===== src/rtl/riscv_core_vec_seq_pkg.sv =====
// Shared vector-sequencer definitions: sizes, FSM encoding and the element-group
// record that travels down the writeback delay line.
package riscv_core_vec_seq_pkg;

   localparam int NELEM     = 64;
   localparam int LANES     = 4;
   localparam int INTER_IDX = 32;

   typedef enum logic [1:0] {
      IDLE  = 2'd0,
      ISSUE = 2'd1,
      DRAIN = 2'd2
   } state_t;

   typedef struct packed {
      logic       valid;
      logic [5:0] idx;
      logic [1:0] lanes;
   } grp_t;

endpackage


===== src/rtl/riscv_core_vec_wb_pipe.sv =====
// Stall-aware WB_LAT-deep delay line for issued element groups; also reports
// whether any group is still upstream of the final stage.
module riscv_core_vec_wb_pipe
   import riscv_core_vec_seq_pkg::*;
#(
   parameter int WB_LAT = 2
) (
   input  logic clk,
   input  logic reset_n,
   input  logic stall,
   input  grp_t grp_in,
   output grp_t grp_out,
   output logic busy_up
);

   for (genvar g = 0; g < WB_LAT; g++) begin : g_stage
      grp_t d;
      grp_t q;
      logic any_up;

      if (g == 0) begin : g_head
         assign d      = grp_in;
         assign any_up = 1'b0;
      end else begin : g_tail
         assign d      = g_stage[g-1].q;
         assign any_up = g_stage[g-1].any_up | g_stage[g-1].q.valid;
      end

      // NOTE: these stages are flops rather than RAM, so they take the async
      // reset; a stale valid bit here would fire a write after reset.
      always_ff @(posedge clk or negedge reset_n) begin
         if (!reset_n) begin
            q <= '0;
         end else if (!stall) begin
            q <= d;
         end
      end
   end

   assign grp_out = g_stage[WB_LAT-1].q;
   assign busy_up = g_stage[WB_LAT-1].any_up;

endmodule


===== src/rtl/riscv_core_vec_seq.sv =====
// Vector op sequencer: walks an op's elements in groups of four, issues register
// reads and replays each group as a write WB_LAT unstalled cycles later.
module riscv_core_vec_seq #(
   parameter int WB_LAT = 2,
   parameter int NELEM  = riscv_core_vec_seq_pkg::NELEM
) (
   input  logic       clk,
   input  logic       reset_n,
   input  logic       req_val,
   output logic       req_rdy,
   input  logic [4:0] req_vs1,
   input  logic [4:0] req_vs2,
   input  logic [4:0] req_vd,
   input  logic [6:0] req_vl,
   input  logic       req_rinter0,
   input  logic       req_rinter1,
   input  logic       req_winter,
   input  logic       req_wen,
   input  logic       stall,
   output logic [4:0] v_raddr0,
   output logic [4:0] v_raddr1,
   output logic [5:0] v_ridx0,
   output logic [5:0] v_ridx1,
   output logic       v_rinter0,
   output logic       v_rinter1,
   output logic       rd_val,
   output logic       v_wen_p,
   output logic [5:0] v_waddr_p,
   output logic [5:0] v_widx_p,
   output logic [1:0] v_lanes,
   output logic       v_winter,
   output logic       busy,
   output logic       done
);
   import riscv_core_vec_seq_pkg::*;

   localparam logic [6:0] NELEM_W = 7'(NELEM);
   localparam logic [6:0] STEP    = 7'(LANES);

   state_t     state, state_nxt;
   logic [6:0] elem, vl_q, vl_clamp, rem;
   logic [4:0] vs1_q, vs2_q, vd_q;
   logic       rinter0_q, rinter1_q, winter_q, wen_q, zero_done_q;
   logic       accept, issue, last_out, wb_busy_up;
   logic [1:0] lanes;
   grp_t       grp_in, wb_grp;

   assign req_rdy  = (state == IDLE);
   assign accept   = req_val && req_rdy;
   assign vl_clamp = (req_vl > NELEM_W) ? NELEM_W : req_vl;
   assign rem      = vl_q - elem;
   assign lanes    = (rem >= STEP) ? 2'd3 : 2'(rem - 7'd1);

   // NOTE: every output of this block gets a default first so no path leaves
   // a signal unassigned and infers a latch.
   always_comb begin
      state_nxt = state;
      issue     = 1'b0;
      last_out  = 1'b0;
      case (state)
         IDLE:  if (accept && vl_clamp != 7'd0) state_nxt = ISSUE;
         ISSUE: if (!stall) begin
            issue = 1'b1;
            if (elem + STEP >= vl_q) state_nxt = DRAIN;
         end
         DRAIN: if (wb_grp.valid && !stall && !wb_busy_up) begin
            last_out  = 1'b1;
            state_nxt = IDLE;
         end
         default: state_nxt = IDLE;
      endcase
   end

   always_comb begin
      grp_in = '0;
      if (issue) begin
         grp_in.valid = 1'b1;
         grp_in.idx   = elem[5:0];
         grp_in.lanes = lanes;
      end
   end

   always_ff @(posedge clk or negedge reset_n) begin
      if (!reset_n) state <= IDLE;
      else          state <= state_nxt;
   end

   // NOTE: sequential state uses non-blocking assignments so every flop samples
   // pre-edge values regardless of statement order.
   always_ff @(posedge clk or negedge reset_n) begin
      if (!reset_n) begin
         elem        <= '0;
         vl_q        <= '0;
         vs1_q       <= '0;
         vs2_q       <= '0;
         vd_q        <= '0;
         rinter0_q   <= 1'b0;
         rinter1_q   <= 1'b0;
         winter_q    <= 1'b0;
         wen_q       <= 1'b0;
         zero_done_q <= 1'b0;
      end else begin
         zero_done_q <= accept && (vl_clamp == 7'd0);
         if (accept) begin
            elem      <= '0;
            vl_q      <= vl_clamp;
            vs1_q     <= req_vs1;
            vs2_q     <= req_vs2;
            vd_q      <= req_vd;
            rinter0_q <= req_rinter0;
            rinter1_q <= req_rinter1;
            winter_q  <= req_winter;
            wen_q     <= req_wen;
         end else if (issue) begin
            elem <= elem + STEP;
         end
      end
   end

   riscv_core_vec_wb_pipe #(.WB_LAT(WB_LAT)) u_wb_pipe (
      .clk     (clk),
      .reset_n (reset_n),
      .stall   (stall),
      .grp_in  (grp_in),
      .grp_out (wb_grp),
      .busy_up (wb_busy_up)
   );

   assign rd_val    = issue;
   assign v_raddr0  = vs1_q;
   assign v_raddr1  = vs2_q;
   assign v_rinter0 = rinter0_q;
   assign v_rinter1 = rinter1_q;
   assign v_ridx0   = elem[5:0];
   assign v_ridx1   = elem[5:0];
   assign v_wen_p   = wb_grp.valid && wen_q && !stall;
   assign v_waddr_p = {1'b0, vd_q};
   assign v_widx_p  = wb_grp.idx;
   assign v_lanes   = wb_grp.lanes;
   assign v_winter  = winter_q;
   assign busy      = (state != IDLE);
   assign done      = zero_done_q | last_out;

endmodule

===== config.mk =====
export PLATFORM = sky130hd
export DESIGN_NAME = riscv_core_vec_seq
export DESIGN_NICKNAME = d
export VERILOG_FILES = /design/src/rtl/riscv_core_vec_seq_pkg.sv /design/src/rtl/riscv_core_vec_wb_pipe.sv /design/src/rtl/riscv_core_vec_seq.sv
export SDC_FILE = /design/constraint.sdc
export NUM_CORES = 1
export LEC_CHECK = 0
export BUFFER_PORTS_ARGS = -buffer_cell sky130_fd_sc_hd__buf_2
export CAP_MARGIN = 10
export CORE_MARGIN = 2
export CORE_UTILIZATION = 55
export CTS_CLUSTER_DIAMETER = 120
export DETAILED_ROUTE_END_ITERATION = 8
export PLACE_DENSITY = 0.86
export SLEW_MARGIN = 20
export SYNTH_ARGS = -nofsm -noshare
export SYNTH_HDL_FRONTEND = slang
export SYNTH_SLANG_ARGS = --single-unit

===== constraint.sdc =====
create_clock -name clk -period 5.3 [get_ports clk]
set_input_delay 0.53 -clock clk [delete_from_list [all_inputs] [get_ports clk]]
set_output_delay 0.53 -clock clk [all_outputs]
set_load 0.03 [all_outputs]

; After elaboration in Yosys (flattened, before gate mapping)
; Index checks and enable logic that the tools add are counted.
[totals]
register_bits = 54
in_bits = 30
elab_cells = 59
out_inout_bits = 44
[classes]
n_mux = 14
reduce_logical = 15
order_cmp = 3
n_eq_ne = 6
bitwise_logic = 1
addsub = 3
[ops]
columns = cell, count
row1 = $mux W7, 3
row2 = $mux W2, 5
row3 = $mux W9, 1
row4 = $add A7 B3 Y7 const B, 1
row5 = $ge A7 B3 Y1 const B, 1
row6 = $ge A7 B7 Y1, 1
row7 = $gt A7 B7 Y1 const B, 1
row8 = $logic_and A1 B1 Y1, 7
row9 = $logic_not A7 Y1, 1
row10 = $reduce_bool A7 Y1, 1
row11 = $sub A7 B7 Y7, 1
row12 = $ne A2 B2 Y1 const B, 3
row13 = $pmux W2 S3, 1
row14 = $mux W1, 4
row15 = $reduce_and A4 Y1, 1
row16 = $reduce_bool A2 Y1, 2
row17 = $eq A2 B1 Y1 const B, 1
row18 = $eq A2 B2 Y1 const B, 1
row19 = $logic_not A1 Y1, 2
row20 = $logic_not A2 Y1, 1
row21 = $ne A2 B1 Y1 const B, 1
row22 = $sub A2 B1 Y2 const B, 1
row23 = $or A1 B1 Y1, 1

; Logic depth before layout (Yosys ltp)
[depth]
depth_word = 6
mapped_depth = 7
ltp_nobuf = 7

; Cells and area by module
; A second synthesis with hierarchy kept.
[unflattened]
cells_unflattened = 209
hier_area_um2 = 2591.2
[by_module_without_submodules]
columns = mod, cells_each, area_per_inst_um2, seq_area_each_um2, instances
row1 = riscv_core_vec_seq, 171, 1869.3, 850.8, 1
row2 = riscv_core_vec_wb_pipe, 38, 721.9, 450.4, 1

; Worst setup path after synthesis
; Ideal clock, no wire load.
[synth_timing]
path_kind = flip-flop to flip-flop
from = reg elem[2]
to = reg state[1]
arrival_ns = 1.725
slack_ns = 3.449
required_time_ns = 5.174
n_path_buf = 0
period_less_slack_ns = 1.851
stages_incl_launch_ff = 7
setup_ns = 0.126
cell_sequence = dfrtp_1 > ha_1 > nand3_1 > xnor2_1 > ha_1 > a211o_1 > o32a_1
[synth_between]
elab_chain_len = 4
[synth_lines]
columns = item, line
row1 = from (decl), riscv_core_vec_seq.sv:41  ; logic [6:0] elem, vl_q, vl_clamp, rem;
row2 = from (signal assigned), riscv_core_vec_seq.sv:115  ; elem <= elem + STEP;
row3 = $add A7 B3 Y7, riscv_core_vec_seq.sv:64  ; if (elem + STEP >= vl_q) state_nxt = DRAIN;
row4 = $ge A7 B7 Y1, riscv_core_vec_seq.sv:64
row5 = $ne A2 B2 Y1 (no line), --
row6 = $reduce_and A4 Y1 (no line), --
row7 = to (signal assigned), riscv_core_vec_seq.sv:85  ; else state <= state_nxt;
row8 = to (decl), riscv_core_vec_seq.sv:40  ; state_t state, state_nxt;
; No other way between the ends.
; A chain may end at the register's enable or synchronous reset.

; Worst setup path in the final report
[layout_timing]
from = reg state[1]
to = out rd_val
[layout_between]
elab_chain_len = 2
[layout_lines]
columns = item, line
row1 = $eq A2 B1 Y1, riscv_core_vec_seq.sv:60  ; case (state)
row2 = $mux W1, riscv_core_vec_seq.sv:60
row3 = to (decl), riscv_core_vec_seq.sv:26  ; output logic rd_val,
; No other way between the ends.

==> impl_metrics.csv <==
group,metric,value,unit
power,netSwitchingFraction,36.8,%
placed_design,gp_congestion,0.775,
grt,grt_remaining_overflow,0,
floorplanning,die_h,70.5,microns
setup_path,crit_path_end_kind,"output pin",
setup_path,arrival,1670,ps
sta,setup_violations,0,
setup_path,required,4770,ps
route,drt_iter0_drc,78,
route,vias_per_cell,5.10,
synthesis,synth_seq_area_share,49.4,%
clocking,cts_setup_buffers,0,
power,power_density,378,mW/mm^2
clocking,cts_root_buf,"clkbuf_8",
power,combPwrFrac,33.7,%
synthesis,synth_edf_count,0,
clocking,numCtsBuffers,5,
route,met2WireLength,2120,microns
synthesis,synthFlopType,"dfrtp_1",
power,pwr-share-seq,44.6,%
layout,antennaDiodeCount,0,
power,p_clk_share,21.6,%
route,wl_per_cell,12.5,microns
status,status,"complete, no violations",
power,p_int,649,uW
route,routed_wl,4350,microns
layout,final_common_cell,"buf_2",
clocking,insertion_delay,300,ps
floorplanning,core,0.00429,sq mm
synthesis,syn_avg_cell_area,9.84,sq um
layout,layout.nets,339,
sta,max-slew-margin-rel,56.5,%
sta,worst_clock_skew,7.43,ps
power,power,1030,uW
sta,hold_violations,0,
grt,grt_max_degree,49,
sta,drv_slew,0,
synthesis,yosys_warnings,0,
route,maxUsedRoutingLayer,"met4",
floorplanning,rows,24,
route,vias,1781,
setup_path,crit_path_start_kind,"register",
clocking,postCtsHoldBufs,0,
sta,worst_slew_pin_slew,652,ps
clocking,clk_pin_slew,90,ps
power,ir_worst_vdd,0.000165,V
flow_run,maxCapViolations,0,
clocking,cts_sinks,48,
sta,rsz0062_at_grt,"false",
worst_hold_path,min_path_type,"input port to async pin",
clocking,h-tree-depth,2,
sta,layout_min_cycle_time,2200,ps
synthesis,syn_inst,247,
placed_design,hpwlAfterDp,3210,microns
floorplanning,die_x,70.5,microns
setup_path,setup.worst_path.class,"register to output pin",
placed_design,post_dp_cell_area,0.00263,sq mm
grt,grt_pass1_wl,7450,microns
clocking,ctsLongestPathBuffers,2,
floorplanning,die_area,0.00497,sq mm
route,wl_met3,235,microns
route,drc,0,
synthesis,syn_area,0.00243,sq mm
layout,design_area,0.00272,sq mm
sta,setup_tns,0,ps
floorplanning,io_pins,74,
setup_path,crit_fanout,16,
power,power_switching,379,uW
layout,syn_to_final_growth,12.0,%
route,drtAntennaViolNets,0,
placed_design,io_buffer_count,66,
grt,grt_usage,19.1,%
sta,fin_crit_sh,41.5,%
floorplanning,start_util,56.6,%
synthesis,ys_ff_latch,48,
route,drt-met1-wl,1930,microns
route,first_pass_iters,4,
layout,final_cell_mix,"buf_2, nand2_1, dfrtp_1",
power,leakage,0.00151,uW
sta,fmax,455,MHz
grt,grt_pass1_vias,1600,
layout,final_layout_size_suffix_gt1_share,28.6,%
grt,antenna_found_initial,0,
synthesis,ys_async_sr_fraction,100,%
synthesis,synth_cell_types,39,
clocking,cts_tree,"done",
clocking,cts_resized,0,
## Yosys cell counts, types with 3 or more instances
cell	number	area share (%)
nand2_1	63	9.7
dfrtp_1	48	49
buf_4	23	7.1
inv_1	14	2.2
ha_1	12	6.2
nor2_1	9	1.4
a22o_1	7	2.5
mux2_2	7	3.2
o21ai_1	7	1.4
nand3b_1	6	1.9
a21oi_1	5	1.0
a31oi_1	4	1.0
xnor2_1	4	1.4
buf_6	3	1.4
nor3b_1	3	0.93
## power by group through the flow
stage	clock (uW)	sequential (uW)	combinational [uW]
after global placement	0	463	338
after global routing	243	467	380
final	222	459	347
after CTS	228	460	350
after detailed placement	0	467	348
after floorplan	0	453	322
## through the flow
step	worst slack [ps]	util [%]	hold slack, ps	instances
5_1_grt	3010	63.4	270	349
3_5_place_dp	3100	61.2	457	342
3_3_place_gp	3100	61.2	449	342
2_1_floorplan	3450	-	234	254
4_1_cts	3080	63.3	404	349
6_report	3100	63.4	215	349
## cells by family (layout without fill, tap and decap cells)
| family | after synthesis | after routing | synth area share (%) |
|---|---|---|---|
| other | 1 | 8 | 0.154 |
| buffers and inverters | 44 | 87 | 11.4 |
| DFF | 48 | 48 | 49.4 |
| muxes | 8 | 8 | 3.66 |
| AOI/OAI and AO/OA | 34 | 34 | 9.48 |
| and+or+nand+nor | 95 | 95 | 17.9 |
| adders and majority gates | 12 | 12 | 6.18 |
| xor gates and xnor gates | 5 | 5 | 1.80 |
## flip-flops by register name, summed over array words and instances, names as in the netlist
name / flops
zero_done_q: 1
u_wb_pipe.g_stage.q: 6
wen_q: 1
u_wb_pipe.busy_up: 1
vl_q: 7
v_winter: 1
elem: 5
vd_q: 5
v_raddr0: 5
v_rinter1: 1
u_wb_pipe.grp_out: 7
state: 2
v_raddr1: 5
v_rinter0: 1
## cell type report
cell class	instances	area (sq um)
clock buffer	6	82.6
fill	356	1570
timing repair buffer	66	333
inverter	14	52.6
sequential	48	1200
multi-input combinational	162	980
clock inverter	1	8.76
tap	52	65.1
## metal layers
metal / vias up / track usage, %
met5: - / 0
met4: 0 / 7.05
met3: 5 / 4.47
met2: 50 / 30.8
met1: 835 / 25.1
li1: 891 / -
## critical path: stages (launching register included)
cell	delay, ps
dfrtp_1	470
nor3b_4	580
buf_2	310
## worst paths after layout
check | start | end | slack (ps) | cells after the start
worst min-delay path | reset_n | u_wb_pipe.grp_out[7]$_DFFE_PN0N_ | 210 | 1
min in group clk | req_vs1[3] | v_raddr0[3]$_DFFE_PN0P_ | 410 | 3
worst min register to register | v_raddr1[3]$_DFFE_PN0P_ | v_raddr1[3]$_DFFE_PN0P_ | 480 | 2
worst max-delay path | state[1]$_DFFE_PN0P_ | rd_val | 3100 | 2
max in group asynchronous | reset_n | vl_q[2]$_DFFE_PN0P_ | 4680 | 1
worst max register to register | elem[2]$_DFFE_PN0P_ | state[1]$_DFFE_PN0P_ | 3230 | 6
Note: power is estimated with default switching activity, not from simulation.
